**config.mk**
```make
export PLATFORM = sky130hd
export DESIGN_NAME = spi_bus_scheduler
export DESIGN_NICKNAME = d
export VERILOG_FILES = /design/src/rtl/spi_bus_scheduler.sv
export SDC_FILE = /design/constraint.sdc
export NUM_CORES = 1
export LEC_CHECK = 0
export ABC_AREA = 1
export CAP_MARGIN = 20
export CORE_MARGIN = 2
export CORE_UTILIZATION = 47
export DETAILED_ROUTE_END_ITERATION = 12
export PLACE_DENSITY_LB_ADDON = 0.25
export SLEW_MARGIN = 20
export SYNTH_ARGS = -nofsm -noshare
export SYNTH_HDL_FRONTEND = slang
export SYNTH_SLANG_ARGS = --single-unit
```
**constraint.sdc**
```tcl
create_clock -name clk -period 1.35 [get_ports clk]
set_input_delay 0.27 -clock clk [delete_from_list [all_inputs] [get_ports clk]]
set_output_delay 0.27 -clock clk [all_outputs]
set_load 0.1 [all_outputs]
```
**src/rtl/spi_bus_scheduler.sv**
```systemverilog
// spi_bus_scheduler: arbitrates the shared analog-front-end SPI bus between the preamp, ADC and DAC engines.
// The preamp is reloaded after reset and on gain changes; ADC samples fire on a fixed tick; DAC writes fill the gaps.
module spi_bus_scheduler #(
    parameter int SAMPLE_DIV = 2500,
    parameter int GUARD = 4,
    parameter int TIMEOUT = 255,
    parameter logic [7:0] GAIN_RST = 8'h11
) (
    input  logic       clk,
    input  logic       rst,
    input  logic [7:0] gain_in,
    input  logic       gain_wr,
    input  logic       dac_req,
    output logic       amp_start,
    output logic [7:0] amp_gain,
    input  logic       amp_done,
    output logic       adc_start,
    input  logic       adc_done,
    output logic       dac_start,
    input  logic       dac_done,
    output logic       dac_ack,
    output logic [1:0] bus_sel,
    output logic       spi_ss_b,
    output logic       fpga_init_b,
    output logic       busy,
    output logic       overrun,
    output logic       timeout_err
);
    localparam int TW = $clog2(SAMPLE_DIV);
    localparam int CW = $clog2(TIMEOUT + 1);

    typedef enum logic [2:0] {IDLE, AMP, ADC, DAC, GUARD_WAIT} state_t;

    state_t state, next;
    logic [TW-1:0] tick_cnt;
    logic [CW-1:0] cnt;
    logic [7:0] gain_hold;
    logic amp_pend, adc_pend, tick, in_grant, granted_done, timeout_hit;

    assign tick = tick_cnt == TW'(SAMPLE_DIV - 1);
    assign amp_start = state == AMP && cnt == '0;
    assign adc_start = state == ADC && cnt == '0;
    assign dac_start = state == DAC && cnt == '0;
    assign dac_ack = dac_start;
    assign bus_sel = state == AMP ? 2'd1 : state == ADC ? 2'd2 : state == DAC ? 2'd3 : 2'd0;
    assign busy = state != IDLE;
    assign spi_ss_b = 1'b1;
    assign fpga_init_b = 1'b1;

    always_comb begin
        in_grant = state == AMP || state == ADC || state == DAC;
        granted_done = (state == AMP && amp_done) || (state == ADC && adc_done) || (state == DAC && dac_done);
        timeout_hit = in_grant && !granted_done && cnt == CW'(TIMEOUT - 1);
        next = state;
        if (state == IDLE)
            next = amp_pend ? AMP : adc_pend ? ADC : dac_req ? DAC : IDLE;
        else if (in_grant && (granted_done || timeout_hit))
            next = GUARD_WAIT;
        else if (state == GUARD_WAIT && cnt == CW'(GUARD - 1))
            next = IDLE;
    end

    // Set requests (tick, gain_wr, amp abort) override the clear-on-grant in the same cycle.
    always_ff @(posedge clk) begin
        if (rst) begin
            state <= IDLE;
            cnt <= '0;
            tick_cnt <= '0;
            amp_pend <= 1'b1;
            adc_pend <= 1'b0;
            gain_hold <= GAIN_RST;
            amp_gain <= GAIN_RST;
            overrun <= 1'b0;
            timeout_err <= 1'b0;
        end else begin
            state <= next;
            cnt <= next != state ? '0 : cnt + 1'b1;
            tick_cnt <= tick ? '0 : tick_cnt + 1'b1;
            amp_pend <= gain_wr || (timeout_hit && state == AMP) || (amp_pend && state != IDLE);
            adc_pend <= tick || (adc_pend && !(state == IDLE && !amp_pend));
            if (gain_wr) gain_hold <= gain_in;
            if (state == IDLE && amp_pend) amp_gain <= gain_hold;
            overrun <= overrun || (tick && adc_pend);
            timeout_err <= timeout_err || timeout_hit;
        end
    end
endmodule

```
==> results.py <==
metrics = {
    "clock_tree": {
        "cts_buffers": 5,
        "clock_path_buffers": 2,
        "cts_tree": "built",
        "htreeDepth": 2,
        "cts.clk_slew.worst_paths_ns": 0.08,
        "clock_sinks": 43,
        "cts-root-buf": "clkbuf_8",
        "clkLatencyLatePin_ns": 0.30,
    },
    "global_route": {
        "gr-usage-all-layers_pct": 22.6,
        "overflow": 0,
        "grt_pass1_vias": 1814,
        "grt_pass1_wl_um": 7720,
        "grt_start_max_net_pins": 15,
        "antenna_found_initial": 0,
    },
    "die": {
        "rows": 23,
        "die_x_um": 67.8,
        "io_pins": 34,
        "initial_utilization_pct": 48.1,
        "die-area_mm2": 0.00459,
        "core_area_mm2": 0.00397,
        "die_height_um": 67.8,
    },
    "layout": {
        "fillers": 252,
        "utilization_pct": 79.3,
        "final_nets": 340,
        "antennaDiodeCount": 0,
        "finalNonFillerCells": 372,
        "area_delta_synth_final_pct": 64.7,
        "final_common_cell": "nand2_1",
        "drive_gt1_share_pct": 40.1,
        "design_area_mm2": 0.00315,
        "layout_common_cells": "nand2_1, nor2_1, dfxtp_1",
    },
    "synthesis": {
        "synthFlopType": "dfxtp_1",
        "syn_area_mm2": 0.00191,
        "synth_edf_count": 0,
        "netlist.area_leader.share_pct": 45.0,
        "synth-seq-cells": 43,
        "ys_types": 31,
        "ys_seq_area_share_pct": 45.0,
        "async_flop_share_pct": 0,
        "synth_top_area_cell": "dfxtp_1",
        "synthCells": 256,
        "synth_warnings": 0,
        "synth_area_leaders": "dfxtp_1, nand2_1, nor2_1, inv_1, a21oi_1",
        "avgSynthCellArea_um2": 7.47,
    },
    "critical_path": {
        "cp_data_required_time_ns": 1.08,
        "critPathTopFamily": "simple AND/OR/NAND/NOR gates",
        "critPathSlowestCell": "dfxtp_2",
        "crit_buf_inv": 1,
        "cp.arrival_ns": 1.53,
        "cpPeakStageDelay_ns": 0.33,
        "cp-start-kind": "flop",
        "cp_cell_sequence": "or2_4 -> nand3b_1 -> nor2_4 -> buf_12",
        "crit_type": "reg2out",
        "critical_path.endpoint_type": "output pin",
        "cp_max_fo": 3,
    },
    "run": {
        "drv_cap": 0,
    },
    "sta": {
        "rsz0062_at_grt": "yes",
        "skew_ns": 0.00238,
        "min_period_ns": 1.80,
        "finalHoldViolations": 0,
        "fin_crit_sh_pct": 134,
        "worst_slack_ns": -0.455,
        "fmax_ghz": 0.554,
        "drv_slew": 0,
        "timing.hold.ws_ns": 0.422,
        "finalSetupViolCount": 25,
    },
    "detailed_routing": {
        "wl_per_cell_um": 13.8,
        "vias": 1871,
        "firstDrtPassIters": 4,
        "final_antenna_net_count": 0,
        "routed_wl_um": 5130,
        "drc": 0,
        "viasPerCell": 5.03,
        "first_iter_violations": 78,
    },
    "pwr": {
        "p_total_mw": 4.17,
        "power.leakage_nw": 1.24,
        "irDropWorstVdd_mv": 0.797,
        "power_density_mw_per_mm2": 1320,
    },
    "place": {
        "placed_area_mm2": 0.00266,
        "dpl.cell_count": 354,
        "hpwl_um": 2950,
        "gp_congestion": 0.821,
        "portBuffers": 31,
    },
    "status": {
        "violations": "setup timing",
        "status": "finished, violations left",
    },
    "hold_path": {
        "hold_class": "reg2reg",
    },
}
final cells by class:
| class | count | area [um^2] | share of cell area [%] |
|---|---|---|---|
| multi-input combinational | 181 | 1140 | 36.3 |
| inverter | 26 | 128 | 4.05 |
| clock inverter | 3 | 67.6 | 2.15 |
| tap | 50 | 62.6 | 1.99 |
| timing repair buffer | 64 | 800 | 25.4 |
| clock buffer | 5 | 68.8 | 2.19 |
| sequential | 43 | 881 | 28.0 |
worst reg2reg max path: stages (launching register included):
cell,delay (ns)
dfxtp_4,0.36
buf_6,0.12
nor2_4,0.11
buf_6,0.13
nand2_8,0.06
buf_12,0.13
clkinv_8,0.06
buf_12,0.10
nand2_8,0.06
buf_6,0.16
nand2_2,0.06
a21oi_2,0.05
power by group:
group | total (mW) | internal (mW) | switching, mW | leakage (nW)
clock | 1.20 | 0.738 | 0.464 | 0.0644
combinational | 1.53 | 0.631 | 0.902 | 0.818
sequential | 1.43 | 1.35 | 0.0854 | 0.356
total | 4.17 | 2.72 | 1.45 | 1.24
sequential cells by signal (all words and copies together), names as in the netlist:
name	cells
adc_pend	1
amp_gain	8
amp_pend	1
cnt	8
gain_hold	8
overrun	1
state	3
tick_cnt	12
timeout_err	1
what timing repair did:
action	in CTS	in global routing
hold buffers	0	0
pin swaps	10	21
resized for setup	17	61
setup endpoints to repair	18	40
buffers inserted	7	5
final timing paths:
path | startpoint | end | depth (start not counted) | slack (ns)
worst max-delay path | cnt[2] | dac_start | 4 | -0.45
worst min-delay path | tick_cnt[0] | tick_cnt[0] | 1 | 0.42
worst max register to register | state[2] | amp_gain[1] | 11 | -0.15
worst min register to register | tick_cnt[0] | tick_cnt[0] | 1 | 0.42
metal layers:
| layer | wire length [um] | share of wire, % | track usage (%) | up-vias |
|---|---|---|---|---|
| met5 | 0 | 0 | 0 | - |
| met3 | 208 | 4.1 | 4.50 | 13 |
| li1 | - | - | - | 936 |
| met1 | 2060 | 40 | 25.5 | 866 |
| met2 | 2750 | 54 | 40.0 | 56 |
| met4 | 114 | 2.2 | 11.5 | 0 |
cells by family (layout without fill, tap and decap cells):
family	Yosys count	in the layout	share of synthesized area [%]
AO/OA/AOI/OAI	26	26	7.07
XOR/XNOR	10	10	4.58
adder cells (fa/ha/maj)	4	4	2.62
buffers and inverters	33	98	7.13
flip-flops	43	43	45.0
other	1	2	0.196
AND/OR/NAND/NOR	139	139	33.4
Yosys cell counts (2+ instances only):
master / number
nand2_1: 51
dfxtp_1: 43
nor2_1: 43
inv_1: 22
a21oi_1: 16
nand3_1: 16
nor3_1: 8
o21ai_0: 8
xor2_1: 7
ha_1: 4
inv_2: 4
nand4_1: 4
nor2_2: 4
buf_4: 3
clkbuf_1: 3
xnor2_1: 3
nand2_2: 2
or2_2: 2
metrics by stage:
stage / TNS (ns) / setup WS, ns
2_1_floorplan: -1.97 / -0.557
3_3_place_gp: -0.972 / -0.126
3_5_place_dp: -1.53 / -0.132
4_1_cts: -2.51 / -0.443
5_1_grt: -5.64 / -0.560
6_report: -4.10 / -0.455
(Power assumes the default switching activity.)
==> variant 1 (same flow settings) <==
Re-encode `state_t` (5 states) as Gray code, 3 bits wide.
--- a/src/rtl/spi_bus_scheduler.sv
+++ b/src/rtl/spi_bus_scheduler.sv
@@ -29,7 +29,7 @@
     localparam int TW = $clog2(SAMPLE_DIV);
     localparam int CW = $clog2(TIMEOUT + 1);
 
-    typedef enum logic [2:0] {IDLE, AMP, ADC, DAC, GUARD_WAIT} state_t;
+    typedef enum logic [2:0] {IDLE = 3'b000, AMP = 3'b001, ADC = 3'b011, DAC = 3'b010, GUARD_WAIT = 3'b110} state_t;
 
     state_t state, next;
     logic [TW-1:0] tick_cnt;
Formal check against the unedited RTL: same outputs for any inputs over 10 cycles, from zero or initial values and one cycle with rst high; not proved beyond that.
==> variant 1 against the unedited design <==
The flow still finishes with violations (negative setup slack); cell area is 2.9% lower; sequential cell count is the same; area after synthesis fell by 0.26%; count of clock-buffer cells in the layout is 3 higher; critical endpoint unchanged; setup slack gained 0.13 ns; routed wire length down 4.3%.
Power is not compared: it rests on default switching activity, and its combinational part moved more than twofold at a synthesized area within 25%.
==> variant 1: results (changes against the unedited design) <==
Peak VDD IR: 1.32 mV
synth warn: 0 (unchanged)
First-pass DRT Iterations: 4 (unchanged)
DRT iter0 DRCs: 86 (was 78)
Bufs on Longest Clock Path: 2 (unchanged)
Post-synth top flop: dfxtp_1 (unchanged)
max incr delay on CP: 0.33 ns (about the same)
Hold WC Path Type: reg -> reg (unchanged)
crit-path max FO: 3 (unchanged)
Routed WL: 4910 µm (was 5130 µm)
Seq/Total Area, Yosys: 45.1% (was 45.0%)
Largest Register: tick_cnt (unchanged)
failing checks: negative setup slack (unchanged)
Leak: 1.26 nW
Async SR Flop Fraction: 0% (unchanged)
FILL cells: 240 (was 252)
Clock transition at path regs: 0.08 ns (about the same)
ratio of cells with drive above 1 in the final layout: 38.9% (was 40.1%)
clk root buf: clkbuf_8 (unchanged)
endpoints failing setup: 18 (was 25)
first-pass GRT wire length: 7360 µm (was 7720 µm)
Yosys cell types: 27 (was 31)
Place WS: -0.151 ns (was -0.132 ns)
Commonest cells post-synth: 48 x nand2_1, 43 x dfxtp_1, 38 x nor2_1, 29 x inv_1 (was 51 x nand2_1, 43 x dfxtp_1, 43 x nor2_1, 22 x inv_1)
antenna cells: 0 (unchanged)
Worst Clk Skew: 0.00289 ns (was 0.00238 ns)
crit path DAT: 1.40 ns (was 1.53 ns)
initial antenna violation count: 0 (unchanged)
Worst-Skew Late Latency: 0.29 ns
gpl congestion: 0.869 (was 0.821)
sum of negative setup slack: -1.98 ns (was -4.10 ns)
number of global-route vias before repair: 1693 (was 1814)
largest net degree at the start of global routing: 13 (was 15)
max FFs per register: 12 (unchanged)
CP max stage cell: dfxtp_2 (unchanged)
Nets: 337 (was 340)
Port-buffer cells: 31 (unchanged)
status: complete, but fails checks (unchanged)
CP delay by family, top: simple AND/OR/NAND/NOR gates (unchanged)
TritonCTS Buffers: 5 (unchanged)
dominant cells by area after synthesis: dfxtp_1 45%, nand2_1 9.4%, nor2_1 7.5% (was dfxtp_1 45%, nand2_1 10%, nor2_1 8.4%)
Total Routing Usage GR: 21.6% (was 22.6%)
Vias/cell: 5.08 (was 5.03)
Worst Setup Slack, final: -0.323 ns (was -0.455 ns)
Final HPWL DP: 2990 µm (was 2950 µm)
H-tree levels: 2 (unchanged)
## variant 1: cell count changes in the layout (fill, tap and decap cells not counted), sizes merged, moves of 2 or more
cell / before / now
inv: 25 / 30
buf: 50 / 53
nand4: 4 / 6
nor2: 48 / 39
clkbuf: 5 / 8
bufinv: 2 / 0
nand2: 54 / 49
## variant 1: area by class of cell
class | instances | area, µm² | area share (%)
multi-input cells | 171 | 1110 | 36.4
flip-flops and latches | 43 | 885 | 28.9
repair buffers | 67 | 773 | 25.3
inverters | 30 | 123 | 4.01
clock buffers | 8 | 100 | 3.27
well taps | 50 | 62.6 | 2.05
## variant 1: layer usage
metal	GRT usage [%]	wire length [µm]	up-vias	share of wire (%)
li1	-	-	927	-
met1	28.1	2040	858	41
met2	34.3	2460	80	50
met3	5.17	301	10	6.1
met4	8.93	108	0	2.2
met5	0	0	-	0
## variant 1: logic make-up (layout without fill, tap and decap cells)
logic type	after synthesis	count (layout)	synth area share, %
simple gates	126	126	29.7
fa+ha+maj	4	4	2.62
other cells	1	2	0.197
flops	43	43	45.1
buf+inv	39	105	8.73
compound gates	29	29	8.99
xor+xnor	10	10	4.59
## variant 1: stage by stage
step / utilization [%] / cells / hold WS [ns] / cell area (µm²)
floorplan: - / 253 / 0.339 / 1950
global placement: 66.5 / 351 / 0.440 / 2620
detailed placement: 66.5 / 351 / 0.443 / 2620
CTS: 73.6 / 366 / 0.439 / 2900
global route: 77.5 / 369 / 0.479 / 3060
finish: 77.5 / 369 / 0.450 / 3060
## variant 1: final timing paths
check,start,end,slack [ns],cells after the start
max,cnt[6]$_SDFF_PP0_,dac_start,-0.32,6
min,cnt[0]$_SDFF_PP0_,cnt[0]$_SDFF_PP0_,0.45,1
max reg2reg,state[2]$_SDFF_PP0_,cnt[1]$_SDFF_PP0_,-0.08,7
min reg2reg,cnt[0]$_SDFF_PP0_,cnt[0]$_SDFF_PP0_,0.45,1
## variant 1: report_power, final
group	internal, W	switching, W
Combinational	0.00149	0.00244
Clock	0.000467	0.000407
Sequential	0.00147	0.000281
## variant 1: repair_timing
| action | in CTS | in global routing |
|---|---|---|
| setup buffers | 7 | 4 |
| hold buffers | 0 | 0 |
| resized for setup | 39 | 36 |
| pin swaps | 10 | 25 |
| endpoints found under the setup margin | 20 | 40 |
==> variant 2 (same settings) <==
Made on the original files. `TIMEOUT`: 255 -> 510.
--- a/src/rtl/spi_bus_scheduler.sv
+++ b/src/rtl/spi_bus_scheduler.sv
@@ -3,7 +3,7 @@
 module spi_bus_scheduler #(
     parameter int SAMPLE_DIV = 2500,
     parameter int GUARD = 4,
-    parameter int TIMEOUT = 255,
+    parameter int TIMEOUT = 510,
     parameter logic [7:0] GAIN_RST = 8'h11
 ) (
     input  logic       clk,
Check against the original RTL: no difference found for any inputs over 10 cycles, from zero or initial values and one cycle with rst high; that may be too few to reach the edited logic, so the function may still have changed.
==> variant 2 against the unedited design <==
The run still ends with negative setup slack left; cell area is 9.3% higher; power decreased by 5.3%; area after synthesis up 5.9%; via count increased by 12%; sequential power increased by 3%; utilization rose by 4.9 points; setup slack gained 0.0018 ns; sequential cell count rose by 1; highest routed layer unchanged; routed wire length up 23%.
==> variant 2: results (changes against the unedited design) <==
met1 WL: 2450 µm (was 2060 µm)
CLK BUF: 6 (was 5)
sum of negative setup slack: -2.56 ns (was -4.10 ns)
Buffers, non-clock: 83 (was 64)
endpoints failing setup: 19 (was 25)
ratio of cells with drive above 1 in the final layout: 49.0% (was 40.1%)
met3 wire length: 227 µm (was 208 µm)
Leak: 1.36 nW (was 1.24 nW)
Worst Setup Slack, final: -0.453 ns (was -0.455 ns)
Commonest cells post-synth: 56 x nand2_1, 44 x dfxtp_1, 35 x nor2_1, 27 x inv_1, 18 x a21oi_1 (was 51 x nand2_1, 43 x dfxtp_1, 43 x nor2_1, 22 x inv_1)
Area growth syn-to-layout: 70.0% (was 64.7%)
setup repair bufs after CTS: 15 (was 7)
met2 GRT Util: 41.0% (was 40.0%)
Non-clk invs: 30 (was 26)
Nets: 373 (was 340)
Clock buf/inv share: 2.69% (was 4.33%)
Final HPWL DP: 3420 µm (was 2950 µm)
failing checks: negative setup slack (unchanged)
sequential share of cell area: 26.3% (was 28.0%)
Area after DPL: 2840 µm² (was 2660 µm²)
Multi-input comb cells: 190 (was 181)
area occupied by multi-input gates: 1310 µm² (was 1140 µm²)
xor and xnor area share after synthesis: 3.46% (was 4.58%)
Port-buffer cells: 31 (unchanged)
first-pass GRT wire length: 8800 µm (was 7720 µm)
Mean Syn Cell Area: 7.50 µm² (was 7.47 µm²)
post-DR wirelength/cell: 15.5 µm (was 13.8 µm)
Hold WC Path Type: reg -> reg (unchanged)
Non-clock buffer share: 27.3% (was 25.4%)
status: complete, but fails checks (unchanged)
Post-synth top flop: dfxtp_1 (unchanged)
compound-gate portion of the synthesized area: 7.42% (was 7.07%)
Sw Ratio: 38.1% (was 34.8%)
FILL cells: 235 (was 252)
Seq/Total Area, Yosys: 43.5% (was 45.0%)
PostCTS Resize Cnt: 39 (was 17)
largest net degree at the start of global routing: 14 (was 15)
# DRC: 0 (unchanged)
GR Util met1: 24.1% (was 25.5%)
First-pass DRT Iterations: 4 (unchanged)
gpl congestion: 0.772 (was 0.821)
DRT iter0 DRCs: 106 (was 78)
Total Routing Usage GR: 22.5% (was 22.6%)
Async SR Flop Fraction: 0% (unchanged)
post-synthesis adder-cell area fraction: 2.47% (was 2.62%)
global-route track usage on met3: 4.94% (was 4.50%)
WL met2: 3440 µm (was 2750 µm)
Place WS: -0.191 ns (was -0.132 ns)
flops & latches, synth: 44 (was 43)
dominant cells by area after synthesis: dfxtp_1 44%, nand2_1 10%, nor2_1 6.5% (was dfxtp_1 45%, nand2_1 10%, nor2_1 8.4%)
Worst Clk Skew: 0.00619 ns (was 0.00238 ns)
[variant 2: cell count changes after synthesis, sizes merged, moves of 2 or more]
cell   delta
inv       +4
a21oi     +2
nor3      -2
nand4     +3
nand2     +6
nor2      +3
xnor2     -2
[variant 2: worst paths after layout]
kind | from | to | slack (ns) | depth (start not counted)
setup / recovery | cnt[4]$_SDFF_PP0_ | amp_start | -0.45 | 7
hold / removal | gain_hold[0]$_SDFFE_PP1P_ | gain_hold[0]$_SDFFE_PP1P_ | 0.47 | 2
setup reg to reg | cnt[2]$_SDFF_PP0_ | timeout_err$_SDFF_PP0_ | -0.05 | 8
hold reg to reg | gain_hold[0]$_SDFFE_PP1P_ | gain_hold[0]$_SDFFE_PP1P_ | 0.47 | 2
[variant 2: through the flow]
| step | std cells | hold slack, ns | util, % | power (W) |
|---|---|---|---|---|
| 4_1_cts | 401 | 0.460 | 77.2 | 0.00369 |
| 3_5_place_dp | 380 | 0.446 | 69.4 | 0.00272 |
| 5_1_grt | 405 | 0.485 | 84.2 | 0.00407 |
| 3_3_place_gp | 380 | 0.440 | 69.4 | 0.00270 |
| 6_report | 405 | 0.468 | 84.2 | 0.00395 |
| 2_1_floorplan | 271 | 0.339 | - | 0.00220 |
[variant 2: worst reg2reg max path: cells and delay by family (launching register included)]
kind | cells | cell delay [ns]
buffers and inverters | 1 | 0.13
AND/OR/NAND/NOR | 7 | 0.87
flip-flops | 1 | 0.35
[variant 2: power by group through the flow]
stage | logic, W | clock network [W] | registers (W)
6_report | 0.00160 | 0.000871 | 0.00147
5_1_grt | 0.00168 | 0.000912 | 0.00148
4_1_cts | 0.00138 | 0.000858 | 0.00145
3_5_place_dp | 0.00125 | 0 | 0.00147
3_3_place_gp | 0.00124 | 0 | 0.00147
2_1_floorplan | 0.000555 | 0 | 0.00165
